## config.mk

```make
export PLATFORM = sky130hd
export DESIGN_NAME = aes128_dsp_keyfeed
export DESIGN_NICKNAME = d
export VERILOG_FILES = /design/src/rtl/aes128_dsp_keyfeed.sv
export SDC_FILE = /design/constraint.sdc
export NUM_CORES = 1
export LEC_CHECK = 0
export CAP_MARGIN = 20
export CELL_PAD_IN_SITES_DETAIL_PLACEMENT = 1
export CELL_PAD_IN_SITES_GLOBAL_PLACEMENT = 2
export CORE_ASPECT_RATIO = 0.6
export CORE_UTILIZATION = 36
export DETAILED_ROUTE_END_ITERATION = 12
export PLACE_DENSITY = 0.95
export SETUP_SLACK_MARGIN = 0.2
export SLEW_MARGIN = 15
export SYNTH_ARGS = -nofsm -noshare
export SYNTH_HDL_FRONTEND = slang
export SYNTH_SLANG_ARGS = --single-unit
```

## constraint.sdc

```tcl
create_clock -name clk -period 10.4 [get_ports clk]
set_input_delay 2.08 -clock clk [delete_from_list [all_inputs] [get_ports clk]]
set_output_delay 2.08 -clock clk [all_outputs]
set_load 0.01 [all_outputs]
```

## src/rtl/aes128_dsp_keyfeed.sv

```systemverilog
// Round-key sequencer for the interleaved aes128_dsp core: captures a cipher key on go,
// then presents K, SK1..SK10, each held for INTERLEAVE cycles, expanding keys on the fly.
module aes128_dsp_keyfeed #(
    parameter int INTERLEAVE = 8
) (
    input  logic         clk,
    input  logic         rst,
    input  logic         go,
    input  logic [127:0] key_in,
    output logic [127:0] key_out,
    output logic         key_valid,
    output logic [3:0]   round,
    output logic         last,
    output logic         busy
);

    localparam int SW = (INTERLEAVE > 1) ? $clog2(INTERLEAVE) : 1;
    localparam logic [SW-1:0] SLOT_LAST = SW'(INTERLEAVE - 1);

    // AES S-box, entry 0 in the most significant byte
    localparam logic [2047:0] SBOX_TABLE = {
        128'h637c777bf26b6fc53001672bfed7ab76,
        128'hca82c97dfa5947f0add4a2af9ca472c0,
        128'hb7fd9326363ff7cc34a5e5f171d83115,
        128'h04c723c31896059a071280e2eb27b275,
        128'h09832c1a1b6e5aa0523bd6b329e32f84,
        128'h53d100ed20fcb15b6acbbe394a4c58cf,
        128'hd0efaafb434d338545f9027f503c9fa8,
        128'h51a3408f929d38f5bcb6da2110fff3d2,
        128'hcd0c13ec5f974417c4a77e3d645d1973,
        128'h60814fdc222a908846eeb814de5e0bdb,
        128'he0323a0a4906245cc2d3ac629195e479,
        128'he7c8376d8dd54ea96c56f4ea657aae08,
        128'hba78252e1ca6b4c6e8dd741f4bbd8b8a,
        128'h703eb5664803f60e613557b986c11d9e,
        128'he1f8981169d98e949b1e87e9ce5528df,
        128'h8ca1890dbfe6426841992d0fb054bb16
    };

    typedef enum logic {
        IDLE,
        RUN
    } state_t;

    state_t          state;
    logic [SW-1:0]   slot;
    logic [7:0]      rcon;
    logic [127:0]    next_key;

    function automatic logic [7:0] sbox(input logic [7:0] b);
        return SBOX_TABLE[{~b, 3'b111} -: 8];
    endfunction

    function automatic logic [7:0] xtime(input logic [7:0] b);
        return {b[6:0], 1'b0} ^ (b[7] ? 8'h1b : 8'h00);
    endfunction

    function automatic logic [127:0] expand(input logic [127:0] k, input logic [7:0] rc);
        logic [31:0] rot;
        logic [31:0] t;
        logic [31:0] n0;
        logic [31:0] n1;
        logic [31:0] n2;
        logic [31:0] n3;
        rot = {k[23:0], k[31:24]};
        t   = {sbox(rot[31:24]), sbox(rot[23:16]), sbox(rot[15:8]), sbox(rot[7:0])}
              ^ {rc, 24'h0};
        n0  = k[127:96] ^ t;
        n1  = k[95:64]  ^ n0;
        n2  = k[63:32]  ^ n1;
        n3  = k[31:0]   ^ n2;
        return {n0, n1, n2, n3};
    endfunction

    always_comb begin
        next_key = expand(key_out, rcon);
    end

    // rcon always holds the constant for the next key to be produced
    always_ff @(posedge clk) begin
        if (rst) begin
            state     <= IDLE;
            slot      <= '0;
            rcon      <= 8'h00;
            key_out   <= '0;
            key_valid <= 1'b0;
            round     <= 4'd0;
            last      <= 1'b0;
            busy      <= 1'b0;
        end else begin
            case (state)
                IDLE: begin
                    if (go) begin
                        state     <= RUN;
                        slot      <= '0;
                        rcon      <= 8'h01;
                        key_out   <= key_in;
                        key_valid <= 1'b1;
                        round     <= 4'd0;
                        last      <= 1'b0;
                        busy      <= 1'b1;
                    end
                end
                RUN: begin
                    if (slot == SLOT_LAST) begin
                        if (round == 4'd10) begin
                            state     <= IDLE;
                            slot      <= '0;
                            rcon      <= 8'h00;
                            key_out   <= '0;
                            key_valid <= 1'b0;
                            round     <= 4'd0;
                            last      <= 1'b0;
                            busy      <= 1'b0;
                        end else begin
                            slot    <= '0;
                            rcon    <= xtime(rcon);
                            key_out <= next_key;
                            round   <= round + 4'd1;
                            last    <= (round == 4'd9);
                        end
                    end else begin
                        slot <= slot + 1'b1;
                    end
                end
                default: state <= IDLE;
            endcase
        end
    end

endmodule

```

======== Word level (Yosys, flattened, before mapping) ========
Cells that the tools add are included.
word-level totals
  bits in registers ....................... 146
  bits in latches ......................... 0
  memory bits (writable) .................. 0
  memory bits (read-only) ................. 0
  bits of input ports ..................... 131
  output and inout port bits .............. 135
  memories kept ........................... 0
operators by class
  add/subtract/negate cells ............... 2
  multipliers ............................. 0
  div/mod/pow operators ................... 0
  $lt $le $gt $ge ......................... 0
  equal/unequal tests ..................... 6
  shifts and indexed selects .............. 4
  mux-type cells .......................... 28
  bitwise logic cells ..................... 11
  reductions and logical operators ........ 2
operators with widths
  operator                    count
  $shiftx 2055x12->8 const A  4
  $mux 128                    3
  $pmux 128 s2                1
  $xor 32x32->32              5
  $not 8->8                   4
  $mux 8                      3
  $pmux 8 s2                  1
  $mux 4                      3
  $mux 1                      9
  $eq 4x4->1 const B          2
  $pmux 4 s2                  1
  $xor 8x5->8                 1
  $mux 3                      2
  $pmux 1 s2                  3
  $pmux 3 s2                  1
  $mux 5                      1
  $add 4x1->4 const B         1
  $ne 2x1->1 const B          2
  $add 3x1->3 const B         1
  $eq 3x3->1 const B          1
  $reduce_and 3->1            1
  $ne 2x2->1 const B          1
  $reduce_and 2->1            1
  $not 1->1                   1

======== Depth between registers and ports, before layout ========
  depth in word-level cells ............... 10
  gate-level depth with buffers ........... 15
  gate-level depth less buffers ........... 11

======== Least setup slack after synthesis ========
No wires, ideal clock.
  kind .................................... register -> register
  start point ............................. register key_out[25]
  end point ............................... register key_out[32]
  library setup time ...................... 0.122 ns
  data arrival time ....................... 3.819 ns
  slack ................................... 6.459 ns
  cell stages (with the launch flop) ...... 15
  buffers on the path ..................... 3
  cells stage by stage .................... dfxtp_1 > clkbuf_1 > buf_2 > inv_1 > ha_1 > clkbuf_1 > nand2_1 > nand2_1 > mux4_2 > a221o_1 > a32oi_1 > xnor2_1 > xnor2_1 > nor3_1 > a311o_1
between the ends
  longest elaborated chain between the ends .. 9
RTL lines
  item                    line  RTL
  start, declared         10    output logic [127:0] key_out,
  start signal, assigned  97    key_out <= key_in;
  start signal, assigned  118   key_out <= next_key;
  $not 8->8               51    return SBOX_TABLE[{~b, 3'b111} -: 8];
  $shiftx 2055x12->8      51
  $xor 32x32->32          67    ^ {rc, 24'h0};
  $xor 32x32->32          68    n0 = k[127:96] ^ t;
  $xor 32x32->32          69    n1 = k[95:64] ^ n0;
  $xor 32x32->32          70    n2 = k[63:32] ^ n1;
  $mux 128                106   if (round == 4'd10) begin
  $mux 128                105   if (slot == SLOT_LAST) begin
  $pmux 128 s2            91    case (state)
Every way passes these cells. The select of a mux whose other input is x is not followed.
A chain may end at the register's enable or synchronous reset.

======== Worst setup path after layout ========
  start point ............................. register key_out[25]
  end point ............................... register key_out[6]
between the ends
  longest elaborated chain between the ends .. 10
RTL lines
  item                line  RTL
  $not 8->8           51
  $shiftx 2055x12->8  51
  $xor 32x32->32      67
  $xor 32x32->32      68
  $xor 32x32->32      69
  $xor 32x32->32      70
  $xor 32x32->32      71    n3 = k[31:0] ^ n2;
  $mux 128            106
  $mux 128            105
  $pmux 128 s2        91
Every way passes these cells. The select of a mux whose other input is x is not followed.

==> flow_summary.yaml <==
sta:
  finalSetupTns_ps: 0
  finalMaxSlewViolations: 0
  finalSetupViolCount: 0
  max_freq_mhz: 194
  whs_ps: 487
  fin_ws_ps: 5250
  post-route-min-period_ps: 5150
  tightest_slew_ps: 1190
  finalCritPeriodShare_pct: 49.5
  hold_viol_final: 0
  rsz0062_at_grt: "false"
  worst_clock_skew_ps: 13.7
  relSlewSlack_pct: 20.4
synth:
  ys_async_sr_fraction_pct: 0
  synth_cell_types: 105
  synthCells: 3200
  yosysWarnings: 0
  ys_ff_latch: 146
  synth-seq-area-share_pct: 12.9
  syn-num-nets: 3393
  syn-cell-area_um2: 22700
  ys.flop_type: "dfxtp_1"
  avgSynthCellArea_um2: 7.10
  synth_edf_count: 0
power:
  ir_drop_uv: 143
  leakagePower_nw: 9.09
  power_mw: 6.43
  p_per_area_nw_per_um2: 248
cts:
  post_cts_buffers: 0
  path_clk_slew_ps: 70
  cts_tree: "done"
  clock_sinks: 146
  holdBufCountCts: 0
  htree_levels: 4
  clkLatencyLatePin_ps: 480
  cts_buffers: 17
  clk_path_buf_depth: 2
  clock-root-buffer: "clkbuf_16"
  post_cts_resized: 0
setup_path:
  crit_path_end: "key_out[6]"
  cp_common_cell: "buf_4"
  rrSetupSlack_ps: 5250
  cp_data_arrival_time_ps: 5480
  end_kind: "flop"
  cpMaxStageDelayCell: "dfxtp_1"
  timing.rr.end: "key_out[6]"
  crit_required_ps: 10730
  cp.depth: 13
  crit_buf_inv: 3
  max_stage_delay_ps: 920
  path_cells: "buf_4, inv_1, ha_1, buf_4, nor2_1, a22oi_1, and3_1, a31o_2, mux4_2, o21ai_1, xnor3_1, nand3_1, o221ai_1"
  r2r_start: "key_out[25]"
  reg2reg_depth: 13
  critPathLaunch: "key_out[25]"
  worstPathMaxFanout: 20
  cpLargestDelayFamily: "compound AO/OA/AOI/OAI gates"
  crit_path_start_kind: "flop"
  worstSetupPathType: "flop to flop"
route:
  firstDrtPassIters: 8
  wl_per_cell_um: 31.8
  wirelength_um: 128000
  num_vias: 28500
  ant_nets: 0
  drc: 0
  drtIter0Drc: 5039
  viasPerCell: 7.08
final_layout:
  layout-drive-gt1-share_pct: 8.21
  fin_util_pct: 42.1
  finalInstanceArea_um2: 26000
  fillers: 7676
  nNetsFinal: 3371
  syn_to_final_growth_pct: 14.3
  layoutNonFillerInstCount: 4023
floorplan:
  dieArea_um2: 64200
  die_h_um: 197
  initial_core_util_pct: 36.9
  ios: 266
  rows: 70
  core_area_um2: 61700
  die_w_um: 326
global_routing:
  antenna_found_initial: 6
  grt_overflow_total: 0
  grt_max_degree: 87
  track_usage_pct: 38.1
  grt_pass1_wl_um: 185000
  grt_pass1_vias: 26500
worst_hold_path:
  hold_path.class: "flop to flop"
  holdPathStages: 2
place:
  port_buffers: 265
  pre_cts_slack_ps: 4960
  dpl.hpwl_um: 89700
  placedInstanceArea_um2: 25300
  gp_congestion: 1.05
  dp.cells: 3986
flow_run:
  max_cap_viol_count: 0
run_status:
  status: "finished, final reports clean"
==> worst min path at each step <==
stage / start / end / slack, ps
after CTS: last / last / 490
after global placement: last / last / 460
after detailed placement: last / last / 470
after floorplan: rcon[5] / rcon[5] / 460
after global routing: rcon[4] / rcon[4] / 510
final: last / last / 490
==> per-layer routing <==
layer  routed length (µm)  vias to the layer above  global-route usage (%)  share of wire (%)
li1                     -                    12000                       -                  -
met1                57100                    14100                    56.7                 45
met2                48000                     2136                    48.8                 38
met3                19600                      225                    16.2                 15
met4                 3020                        8                    9.55                2.4
met5                   55                        -                       0              0.043
==> cells in the final DEF, fill, tap and decap left out, types with 38 or more instances in the layout <==
cell and n:
inv_1 45, a21oi_1 274, nand2b_1 101, xnor2_1 66, o211ai_1 62, o21ai_0 219, nor2b_1 82, nor3_1 95
mux4_2 48, ha_1 62, buf_4 66, a211oi_1 60, o22ai_1 40, clkdlybuf4s50_1 264, a31oi_1 51, dfxtp_1 131
mux2i_1 63, o311ai_0 38, nand2_1 232, nand3_1 91, a311oi_1 49, nor2_1 292
==> cells by family (layout without fill, tap and decap cells) <==
kind of cell	after synthesis	after routing	synth area share [%]
flops	146	146	12.9
other cells	0	4	0
fa+ha+maj	66	66	3.59
mux	124	124	8.18
simple gates	1128	1128	24.8
buf+inv	429	420	8.36
compound gates	1183	1183	36.0
xor+xnor	124	124	6.18
==> power breakdown <==
part | total, mW | switching [mW] | internal, mW
Sequential | 0.873 | 0.226 | 0.647
Clock | 0.703 | 0.310 | 0.392
Combinational | 4.86 | 3.14 | 1.72
==> sequential cells by signal, indices dropped and copies added (netlist names) <==
name / flops
slot: 3
last: 1
key_out: 128
state: 1
rcon: 8
round: 4
busy: 1
==> synthesized netlist by cell type, types with 20 or more instances <==
library cell / number / area share (%)
nor2_1: 295 / 4.9
a21oi_1: 274 / 6.0
nand2_1: 235 / 3.9
o21ai_0: 219 / 4.8
clkbuf_1: 201 / 3.3
dfxtp_1: 146 / 13
buf_2: 108 / 2.4
nand2b_1: 105 / 2.9
nor3_1: 95 / 2.1
nand3_1: 91 / 2.0
nor2b_1: 84 / 2.3
xnor2_1: 66 / 2.5
mux2i_1: 63 / 2.8
ha_1: 62 / 3.4
o211ai_1: 62 / 2.0
a211oi_1: 60 / 2.0
a31oi_1: 51 / 1.4
a311oi_1: 49 / 1.9
mux4_2: 48 / 4.8
inv_1: 46 / 0.76
o22ai_1: 40 / 1.1
o311ai_0: 38 / 1.5
buf_1: 32 / 0.53
a22oi_1: 31 / 1.0
and2_1: 31 / 0.85
a221oi_1: 29 / 1.1
or3_1: 29 / 0.80
xor2_1: 29 / 1.1
o31ai_1: 26 / 0.86
a211o_1: 24 / 0.92
a21o_1: 22 / 0.73
buf_4: 21 / 0.69
nand4_1: 21 / 0.58
or2_2: 21 / 0.58
nor4_1: 20 / 0.55
==> layout make-up <==
type / count / area (µm²) / share of cell area, %
inverter: 56 / 210 / 0.810
antenna: 4 / 10.0 / 0.0385
tap: 828 / 1040 / 3.99
clock inverter: 12 / 143 / 0.549
timing repair buffer: 332 / 3150 / 12.1
multi-input combinational: 2625 / 18000 / 69.2
clock buffer: 20 / 489 / 1.88
sequential: 146 / 2960 / 11.4
==> worst min-delay path, delay by kind of cell, from the launching register on <==
family	cells	cell delay (ps)
AO/OA/AOI/OAI	1	60
AND/OR/NAND/NOR	1	60
flip-flops	1	320
(Power assumes the default switching activity.)
